$ cat src/rtl/fir_coeff_loader.sv
// fir_coeff_loader: streams NUM_TAPS coefficients into memory at addresses 0..NUM_TAPS-1 with a done pulse and running checksum.
module fir_coeff_loader #(
  parameter int NUM_TAPS = 11,
  parameter int COEF_W   = 16,
  parameter int ADDR_W   = 4
) (
  input  logic              clk_i,
  input  logic              rst_ni,
  input  logic              start_i,
  input  logic              abort_i,
  input  logic              s_valid_i,
  input  logic [COEF_W-1:0] s_data_i,
  output logic              s_ready_o,
  output logic              we_o,
  output logic [ADDR_W-1:0] waddr_o,
  output logic [COEF_W-1:0] wdata_o,
  output logic              busy_o,
  output logic              done_o,
  output logic [COEF_W-1:0] checksum_o
);
  typedef enum logic [1:0] {IDLE, LOAD, DONE} state_e;
  state_e              state_q, state_d;
  logic [ADDR_W-1:0]   cnt_q, cnt_d, waddr_q, waddr_d;
  logic [COEF_W-1:0]   sum_q, sum_d, wdata_q, wdata_d;
  logic                we_q, we_d, done_q, done_d;
  logic                go, accept, last;
  always_comb begin
    go      = state_q == IDLE && start_i;
    accept  = state_q == LOAD && s_valid_i && !abort_i;
    last    = accept && cnt_q == ADDR_W'(NUM_TAPS - 1);
    state_d = state_q == IDLE ? (start_i ? LOAD : IDLE)
            : state_q == LOAD ? (abort_i ? IDLE : last ? DONE : LOAD)
            : IDLE;
    // wrap the counter on the last beat so it never points past the memory
    cnt_d   = go ? '0 : accept ? (last ? '0 : cnt_q + 1'b1) : cnt_q;
    sum_d   = go ? '0 : accept ? sum_q + s_data_i : sum_q;
    we_d    = accept;
    waddr_d = accept ? cnt_q : waddr_q;
    wdata_d = accept ? s_data_i : wdata_q;
    done_d  = last;
  end
  always_ff @(posedge clk_i or negedge rst_ni) begin
    if (!rst_ni) begin
      state_q <= IDLE;
      cnt_q   <= '0;
      sum_q   <= '0;
      we_q    <= 1'b0;
      waddr_q <= '0;
      wdata_q <= '0;
      done_q  <= 1'b0;
    end else begin
      state_q <= state_d;
      cnt_q   <= cnt_d;
      sum_q   <= sum_d;
      we_q    <= we_d;
      waddr_q <= waddr_d;
      wdata_q <= wdata_d;
      done_q  <= done_d;
    end
  end
  assign s_ready_o  = state_q == LOAD && !abort_i;
  assign busy_o     = state_q != IDLE;
  assign we_o       = we_q;
  assign waddr_o    = waddr_q;
  assign wdata_o    = wdata_q;
  assign done_o     = done_q;
  assign checksum_o = sum_q;
endmodule
$ cat config.mk
export PLATFORM = sky130hd
export DESIGN_NAME = fir_coeff_loader
export DESIGN_NICKNAME = d
export VERILOG_FILES = /design/src/rtl/fir_coeff_loader.sv
export SDC_FILE = /design/constraint.sdc
export NUM_CORES = 1
export LEC_CHECK = 0
export CAP_MARGIN = 25
export CORE_MARGIN = 3
export CORE_UTILIZATION = 45
export CTS_CLUSTER_SIZE = 30
export DETAILED_ROUTE_END_ITERATION = 7
export PLACE_DENSITY_LB_ADDON = 0.25
export SYNTH_ARGS = -nofsm -noshare
export SYNTH_HDL_FRONTEND = slang
export SYNTH_SLANG_ARGS = --single-unit
export TNS_END_PERCENT = 10
$ cat constraint.sdc
create_clock -name clk_i -period 2.1 [get_ports clk_i]
set_input_delay 0.42 -clock clk_i [delete_from_list [all_inputs] [get_ports clk_i]]
set_output_delay 0.42 -clock clk_i [all_outputs]
set_load 0.05 [all_outputs]
* Yosys cells after proc, flatten, opt, wreduce, memory -nomap -nowiden
Index checks and enable logic that the tools add are counted. Widths: inputs -> output; s select.
Word-level totals: word-level logic and storage cells 30, register bits after elaboration 44, input bits 21, output and inout bits 40
Operators by class: muxes and demuxes 10, equality and inequality tests 2, add/sub/neg operators 2, reductions and logical operators 9
Operators by type and width (number):
- $mux 16 | 2
- $add 16x16->16 | 1
- $mux 4 | 3
- $mux 2 | 4
- $logic_and 1x1->1 | 5
- $add 4x1->4 const B | 1
- $eq 4x4->1 const B | 1
- $reduce_bool 2->1 | 2
- $eq 2x1->1 const B | 1
- $logic_not 2->1 | 1
- $logic_not 1->1 | 1
- $mux 1 | 1

* Longest topological paths before layout
word-level depth 8, depth in mapped cells 8, depth with buffers taken out 8

* Worst setup path after synthesis
No wires, ideal clock.
path kind flip-flop to flip-flop, start point reg sum_q[0], in the netlist checksum_o[0], end point reg sum_q[10], in the netlist checksum_o[10], required time 1978 ps, period minus slack after synthesis 2410 ps, path slack -310 ps, arrival time 2288 ps, library setup time 122 ps, stages on the path, launching flop included 9, buffers on the path 0, path through dfrtp_1 ha_1 fa_1 a21oi_2 o221ai_2 nand3_2 nor2_1 or3_1 a32o_1
On the way: word-level cells in the longest chain between the ends 3
RTL lines:
- start: declaration | RTL line 24 | logic [COEF_W-1:0] sum_q, sum_d, wdata_q, wdata_d;
- start signal: assignment | RTL line 54 | sum_q <= sum_d;
- $add 16x16->16 | RTL line 36 | sum_d = go ? '0 : accept ? sum_q + s_data_i : sum_q;
- $mux 16 (2 in series) | RTL line 36
Every way passes these cells. The select of a mux whose other input is x is not followed. A chain may end at the register's enable or synchronous reset.

* Worst setup path in the final report
start point in s_data_i[2], end point reg sum_q[15], in the netlist checksum_o[15]
On the way: word-level cells in the longest chain between the ends 3
RTL lines:
- start: declaration | RTL line 12 | input logic [COEF_W-1:0] s_data_i,
- $add 16x16->16 | RTL line 36
- $mux 16 (2 in series) | RTL line 36
Every way passes these cells. The select of a mux whose other input is x is not followed.

==> out/results.md <==
* 0.471 — Initial Util
* 0.590 mV — peak supply drop
* 0.449 — Yosys top cell area share
* 45 — number of different library cells in the post-synthesis netlist
* 2450 um2 — cell area after technology mapping
* 4300 um — DP HPWL
* 0 — number of enable-type register cells in the synthesized netlist
* 79.8 um — vertical die dimension
* 307 — number of nets in the synthesized netlist
* 0.251 — met1 track demand over resource
* input port — Critical Path Start Type
* 0.46 ns — delay contributed by the slowest stage of the critical path
* 0.449 — sequential share of the synthesized area
* 61 — ports placed on the boundary
* checksum_o[0] — start of the worst register-to-register path
* 0.08 ns — clk slew on worst S/H paths
* nand2_1 — most used standard cell by instance count after synthesis
* 0 — Final Max Tran Viols
* 0.572 ns — transition time of the tightest slew-check pin
* 0.06 ns — slack of the worst reg-to-reg path
* 0 — DRC violations left
* 44.7% — signed area change from the synthesized netlist to the final layout
* 1.64 nW — leakage dissipation
* dfrtp_1 — cell type contributing the most total cell area after synthesis
* 0.30 ns — source-to-sink clock delay at the later pin of the worst-skew pair
* 490 MHz — max frequency
* checksum_o[15] — destination of the critical timing path
* 1070 nW/um2 — Pwr Density
* 0.163 — area fraction in compound gates after synthesis
* 0.179 — fraction of layout instances using a drive strength above 1
* 1.00 — share of synthesized registers carrying an async set or reset
* 0.349 — met2 track utilization from global routing
* checksum_o[10] — Critical R2R Capture
* 2,172 — number of vias in the routed layout
* 0 — Yosys warning count
* 0.0464 — Post-Synth XOR/XNOR Area
* 10,000 um — global-route wire length before repair
* 89 — number of violations reported at the end of detailed-routing iteration 0
* 9.16 um2 — post-synthesis area per instance
* 0.973 — share of the clock period used by the worst path
* 0.0619 ns — worst hold-check slack
* finished clean — result of the run
* 0 — Hold-fix buffers, CTS
* 26 — number of cell rows
* 2.04 ns — final critical delay including setup and external delays
* 5810 um — Total Routed Length
* 2.22 ns — data arrival at the endpoint of the critical path
* clkbuf_8 — library cell used as clock root buffer
* 4 — biggest fanout along the worst timing path
* 396 — Total Nets Final
* 451 — Layout fillers
* met2 — busiest layer in global routing
* 44 — sinks on the clock net
* 0.0339 — met3 usage
* 0.904 — routability congestion estimate
* 5 — number of CTS-inserted buffers
* 6370 um2 — die footprint
* in -> reg — Crit Path Class
* 268 — cell count after synthesis
* dfrtp_1, nand2_1, ha_1, o21ai_0, xnor2_1 — leading post-synthesis cells by cell area
* 79.8 um — die span in x
* 0 — Finish-stage setup viols
* done — CTS tree
* flop — nature of the critical path endpoint
* in -> async — class of the worst hold path
* 0 — final hold violation count
* yes — unrepaired setup endpoints after global routing
* 13.6 um — WL per Instance
* 1100 um2 — register area
* 1350 um2 — total area of multi-input combinational cells
* 0 — Final ANT Viol Nets
* simple AND/OR/NAND/NOR gates — dominant combinational cell family by area after synthesis
* 2 — deepest clock path buffer count
* 8 — cells on worst reg2reg path
* clkdlybuf4s50_1, ha_4, o211ai_1, o21ai_2, a21boi_4, o31ai_4, a2111oi_2, nand4b_1 — crit-path cells
* 0 — Antenna Cells
* 0 — initial antenna violation count
* 0.00560 ns — clock skew
* 0 — GR Overflow Total
* 60 — I/O Buffers
* 0.0948 — post-synthesis share of cell area spent on full adders, half adders and majority gates
* 44 — largest net degree at the start of global routing
* 44 — flip-flop and latch count after synthesis
* 0.682 — Core Util, Final
* 2 — number of levels the H-tree was split into
* 0.618 — worst slew margin relative to its limit
* dfrtp_1 — dominant synthesized flop cell
* clkdlybuf4s50_1 — slowest cell on the critical path
* 0.214 — share of synthesized cell area in and, or, nand and nor gates
* 0 — mux contribution to synthesized area
* 2,229 — via count of the first global-routing pass
* 0 — max_cap viols
* 0.197 — overall global routing resource usage
* 4 — detailed-router iteration count before antenna repair
* 5.07 — via density per instance
* s_data_i[2] — origin of the worst setup path
* 5200 um2 — total core area
* nand2_1, dfrtp_1, o21ai_0 — commonest cells in the synthesized netlist
* 2.27 ns — required time of the worst setup path
worst max-delay path, delay by kind of cell:
kind	cells	cell delay (ns)
AOI/OAI and AO/OA	5	0.82
and+or+nand+nor	1	0.19
buffers and inverters	1	0.46
adders and majority gates	1	0.33
final cells by class:
class / instances / area share
multi-input cells: 205 / 0.380
flip-flops and latches: 44 / 0.311
repair buffers: 92 / 0.249
well taps: 70 / 0.0247
clock buffers: 7 / 0.0243
inverters: 9 / 0.00952
clock inverters: 1 / 0.00211
per-stage QoR:
stage | instances | cell area (um2) | total power (W) | setup WS, ns | TNS [ns]
after floorplan | 268 | 2470 | 0.00242 | -0.0516 | -0.0516
after global placement | 419 | 3390 | 0.00314 | -0.392 | -2.33
after detailed placement | 419 | 3390 | 0.00318 | -0.418 | -2.62
after CTS | 427 | 3490 | 0.00375 | 0.00378 | 0
after global routing | 428 | 3550 | 0.00402 | -0.0368 | -0.0892
final | 428 | 3550 | 0.00379 | 0.0575 | 0
how the worst min path moves through the flow:
stage / slack (ns) / cells past startpoint / end
after floorplan: 0.12 / 0 / checksum_o[0]
after global placement: 0.39 / 1 / wdata_o[7]
after detailed placement: 0.40 / 1 / wdata_o[8]
after CTS: 0.07 / 1 / wdata_o[8]
after global routing: 0.08 / 1 / wdata_o[8]
final: 0.06 / 1 / checksum_o[8]
registers in the layout (all words and copies together) (netlist names):
| name | count |
|---|---|
| wdata_o | 16 |
| waddr_o | 4 |
| state_q | 2 |
| we_o | 1 |
| done_o | 1 |
| cnt_q | 4 |
| checksum_o | 16 |
timing repair:
item,CTS,global route
pin swaps,3,4
endpoints found under the setup margin,4,5
gates resized for setup,3,7
buffers inserted,0,1
kinds of logic after synthesis:
group | after synthesis
AO/OA/AOI/OAI | 58
AND/OR/NAND/NOR | 116
buffers and inverters | 19
flip-flops | 44
adder cells (fa/ha/maj) | 18
XOR/XNOR | 13
cell usage in the layout (no fill, tap or decap), types with 2 or more instances in the layout:
| cell | instances |
|---|---|
| nand2_1 | 75 |
| clkdlybuf4s50_1 | 55 |
| dfrtp_1 | 43 |
| buf_4 | 29 |
| o21ai_0 | 18 |
| nand3_1 | 15 |
| a21oi_1 | 13 |
| ha_1 | 13 |
| nor2_1 | 10 |
| xnor2_1 | 10 |
| inv_1 | 9 |
| clkbuf_8 | 6 |
| o21ai_1 | 4 |
| ha_4 | 4 |
| buf_12 | 4 |
| nor3_1 | 3 |
| nand4_1 | 3 |
| xor2_1 | 3 |
| a21oi_2 | 2 |
| o211ai_1 | 2 |
| o21a_1 | 2 |
| o31ai_1 | 2 |
| dlygate4sd2_1 | 2 |
per-layer routing:
metal  wire length (um)  part of all wire
met1               2680              0.46
met2               2850              0.49
met3                222             0.038
met4                 55            0.0095
met5                  0                 0
power by group:
part | total [W] | internal, W | switching, W
logic | 0.00208 | 0.000844 | 0.00123
clock network | 0.000562 | 0.000268 | 0.000294
registers | 0.00115 | 0.00102 | 0.000132
No activity file was read; power rests on OpenSTA's default activity.
==> variant 1: new RTL, config.mk and constraints unchanged <==
Re-encode `state_e` (3 states) as one-hot, 3 bits wide.
--- a/src/rtl/fir_coeff_loader.sv
+++ b/src/rtl/fir_coeff_loader.sv
@@ -19,5 +19,5 @@
   output logic [COEF_W-1:0] checksum_o
 );
-  typedef enum logic [1:0] {IDLE, LOAD, DONE} state_e;
+  typedef enum logic [2:0] {IDLE = 3'b001, LOAD = 3'b010, DONE = 3'b100} state_e;
   state_e              state_q, state_d;
   logic [ADDR_W-1:0]   cnt_q, cnt_d, waddr_q, waddr_d;
Function: same outputs for any inputs over 10 cycles, from zero or initial values and one cycle with rst_ni low; not proved beyond that.
==> variant 1 against the unedited design <==
  * Area after synthesis increased by 1.3%
  * Worst hold slack improved by 0.016 ns
  * Sequential cell count increased by 1
  * Sequential power increased by 7%
  * Design area increased by 7.6%
  * Routed wire length increased by 9.5%
  * Worst setup slack improved by 0.0023 ns
  * Total power decreased by 0.62%
  * Synthesized cell count increased by 2.6%
  * Count of clock-buffer cells in the layout unchanged
  * Critical path type unchanged
==> variant 1: results (changes against the unedited design) <==
run_status:
  outcome: "finished clean"  # unchanged
power:
  clock_power_share_pct: 14.4  # was 14.8%
  p_total_mw: 3.76  # was 3.79 mW
  comb_cell_power_mw: 2.00  # was 2.08 mW
  ir_drop_mv: 0.743  # was 0.590 mV
  cellLeakagePower_nw: 1.76  # was 1.64 nW
  intPower_mw: 2.08  # was 2.13 mW
logic_synthesis:
  synth.top_cells.by_area: "dfrtp_1 (44%), nand2_1 (13%), ha_1 (8.6%), o21ai_0 (3.8%), xor2_1 (2.5%)"  # was dfrtp_1 (45%), nand2_1 (11%), ha_1 (8.7%), o21ai_0 (3.7%), xnor2_1 (3.6%)
  seq_area_frac_synth_pct: 45.4  # was 44.9%
  synth_mux_area_share_pct: 0  # unchanged
  synth_compound_area_share_pct: 17.5  # was 16.3%
  syn_nets: 314  # was 307
  synth.avg_cell_area_sq_um: 9.04  # was 9.16 sq um
  synth_xor_area_share_pct: 4.23  # was 4.64%
  synth_fa_ha_area_share_pct: 9.37  # was 9.48%
  yosys-top-cells-count: "nand2_1 (84), dfrtp_1 (44), o21ai_0 (19)"  # was nand2_1 (75), dfrtp_1 (44), o21ai_0 (18)
route:
  wl_per_cell_um: 14.2  # was 13.6 um
  met2WireLength_um: 3000  # was 2850 um
  met3WireLength_um: 296  # was 222 um
  drt_iter0_markers: 144  # was 89
  met1_length_um: 2970  # was 2680 um
  vias_per_cell: 5.14  # was 5.07
  wl_um: 6360  # was 5810 um
timing:
  hold_slack_ns: 0.0780  # was 0.0619 ns
  fin_skew_ns: 0.00399  # was 0.00560 ns
  slew-limit-headroom_pct: 65.3  # was 61.8%
final_layout:
  regArea_sq_um: 1140  # was 1100 sq um
  nNonClkInverters: 7  # was 9
  multi_input_comb_cells: 216  # was 205
  buffers: 103  # was 92
  multi_input_area_sq_um: 1520  # was 1350 sq um
  fillers: 406  # was 451
  nNetsFinal: 417  # was 396
  multi_input_area_share_pct: 39.7  # was 38.0%
  clkCellAreaFrac_pct: 2.19  # was 2.64%
  buf_share_pct: 25.4  # was 24.9%
  final_layout_size_suffix_gt1_share_pct: 25.3  # was 17.9%
clock_network:
  cts_resized: 16  # was 3
  clkSinkCount: 45  # was 44
  cts_buffers: 5  # unchanged
critical_path:
  crit_path_top_delay_cell: "clkdlybuf4s50_1"  # unchanged
  r2r_slack_ns: 0.08  # was 0.06 ns
  crit_arrival_ns: 2.24  # was 2.22 ns
  critPathMaxStageDelay_ns: 0.53  # was 0.46 ns
  r2r_end: "checksum_o[12]"  # was checksum_o[10]
global_routing:
  grt.total_usage_pct: 20.4  # was 19.7%
  grt_pass1_wl_um: 10200  # was 10,000 um
  use_met2_pct: 32.8  # was 34.9%
  grt_max_degree: 46  # was 44
  use_met1_pct: 27.3  # was 25.1%
  global_route.usage.met3_pct: 3.92  # was 3.39%
placement:
  place_congestion: 0.871  # was 0.904
  placed_area_sq_um: 3540  # was 3390 sq um
  dpl.cell_count: 441  # was 419
  pre_cts_slack_ns: -0.526  # was -0.418 ns
  dp_hpwl_um: 4430  # was 4300 um
floorplan:
  nWellTaps: 70  # unchanged
-- variant 1: changes by cell type in the layout (fill, tap and decap cells not counted), sizes merged, moves of 4 or more --
| cell | change |
|---|---|
| a211oi | +4 |
| a21oi | -4 |
| a31oi | +4 |
| buf | +12 |
| clkdlybuf4s50 | -8 |
| dlymetal6s2s | +4 |
| nand2 | +9 |
| nand3 | -12 |
| o21ai | +4 |
| o31ai | -4 |
| xnor2 | -5 |
| xor2 | +4 |
-- variant 1: worst max-delay path by stage --
| stage | start | to | slack [ns] | depth (start not counted) |
|---|---|---|---|---|
| final | s_data_i[10] | checksum_o[15] | 0.06 | 8 |
| after global routing | s_data_i[3] | checksum_o[15] | -0.04 | 8 |
| after CTS | s_data_i[4] | checksum_o[15] | 0.005 | 8 |
| after detailed placement | s_data_i[0] | checksum_o[10] | -0.53 | 9 |
| after floorplan | checksum_o[0] | checksum_o[12] | -0.03 | 8 |
| after global placement | s_data_i[0] | checksum_o[10] | -0.51 | 9 |
==> variant 2: new RTL, same settings <==
Made on the original files. `ADDR_W`: 4 -> 5.
--- a/src/rtl/fir_coeff_loader.sv
+++ b/src/rtl/fir_coeff_loader.sv
@@ -3,5 +3,5 @@
   parameter int NUM_TAPS = 11,
   parameter int COEF_W   = 16,
-  parameter int ADDR_W   = 4
+  parameter int ADDR_W   = 5
 ) (
   input  logic              clk_i,
Ports: changed (resized waddr_o); port bits go from 61 to 62. No check against the original RTL was run, so the function may have changed too.
==> variant 2 against the unedited design <==
  * Worst setup slack got worse by 0.056 ns
  * Routed wire length rose by 11%
  * First-iteration DRC count rose by 63%
  * Sequential cell count rose by 2
  * Design area rose by 3.6%
  * Worst hold slack improved by 0.13 ns
  * Total power rose by 4.2%
  * Area after synthesis rose by 1.6%
  * Sequential power rose by 6%
  * Cell count rose by 2.6%
  * Sequential share of layout area rose by 0.53 points
  * Critical path type is now reg -> reg
  * Highest routed layer unchanged
==> variant 2: results (changes against the unedited design) <==
route:
  met2WireLength_um: 3110  # was 2850 um
  met3WireLength_um: 274  # was 222 um
  vias_per_cell: 5.23  # was 5.07
  wl_per_cell_um: 14.6  # was 13.6 um
  drt_first_pass_iters: 5  # was 4
  drt_iter0_markers: 145  # was 89
critical_path:
  critPathMaxStageDelay_ns: 0.44  # was 0.46 ns
  crit_path_top_delay_cell: "dfrtp_2"  # was clkdlybuf4s50_1
logic_synthesis:
  synth_fa_ha_area_share_pct: 9.34  # was 9.48%
  synth_mux_area_share_pct: 0.853  # was 0%
  synth_compound_area_share_pct: 15.5  # was 16.3%
  synth_xor_area_share_pct: 3.87  # was 4.64%
  syn_nets: 311  # was 307
  synthCells: 272  # was 268
  seq_area_frac_synth_pct: 46.2  # was 44.9%
  synth_cell_type_count: 45  # unchanged
run_status:
  outcome: "finished clean"  # unchanged
placement:
  pre_cts_slack_ns: -0.468  # was -0.418 ns
  dpl.cell_count: 429  # was 419
  place_congestion: 0.857  # was 0.904
  portBuffers: 61  # was 60
  placed_area_sq_um: 3470  # was 3390 sq um
  dp_hpwl_um: 4540  # was 4300 um
global_routing:
  grt_max_degree: 47  # was 44
  use_met1_pct: 28.1  # was 25.1%
  grt_pass1_vias: 2241  # was 2,229
  use_met2_pct: 33.8  # was 34.9%
  grt.total_usage_pct: 20.8  # was 19.7%
  global_route.usage.met3_pct: 4.48  # was 3.39%
timing:
  slew-limit-headroom_pct: 60.9  # was 61.8%
  fin_skew_ns: 0.00667  # was 0.00560 ns
power:
  cellLeakagePower_nw: 1.75  # was 1.64 nW
  ir_drop_mv: 0.620  # was 0.590 mV
final_layout:
  final_layout_size_suffix_gt1_share_pct: 20.9  # was 17.9%
clock_network:
  postCtsSetupRepairBufs: 1  # was 0
  cts_resized: 9  # was 3
-- variant 2: final timing paths --
kind	from	to	slack [ns]	depth (start not counted)
setup / recovery	checksum_o[0]	checksum_o[6]	0.001	9
hold / removal	rst_ni	wdata_o[6]	0.19	2
setup reg to reg	checksum_o[0]	checksum_o[6]	0.001	9
hold reg to reg	waddr_o[1]	waddr_o[1]	0.48	2
max in group asynchronous	rst_ni	checksum_o[1]	1.48	2
min in group clk_i	s_data_i[9]	wdata_o[9]	0.38	3
-- variant 2: cell type report --
class	count	area, sq um
Timing Repair Buffer	99	911
Clock buffer	7	86.3
Tap cell	70	87.6
Multi-Input combinational cell	209	1400
Sequential cell	46	1160
Inverter	7	26.3
Fill cell	414	1560
Clock inverter	1	5.00
-- variant 2: power by group --
part           leakage, nW  total, mW  switching, mW  internal (mW)
Clock               0.0482      0.565          0.299          0.266
Combinational         1.11       2.16           1.26          0.903
Sequential           0.593       1.22          0.146           1.07
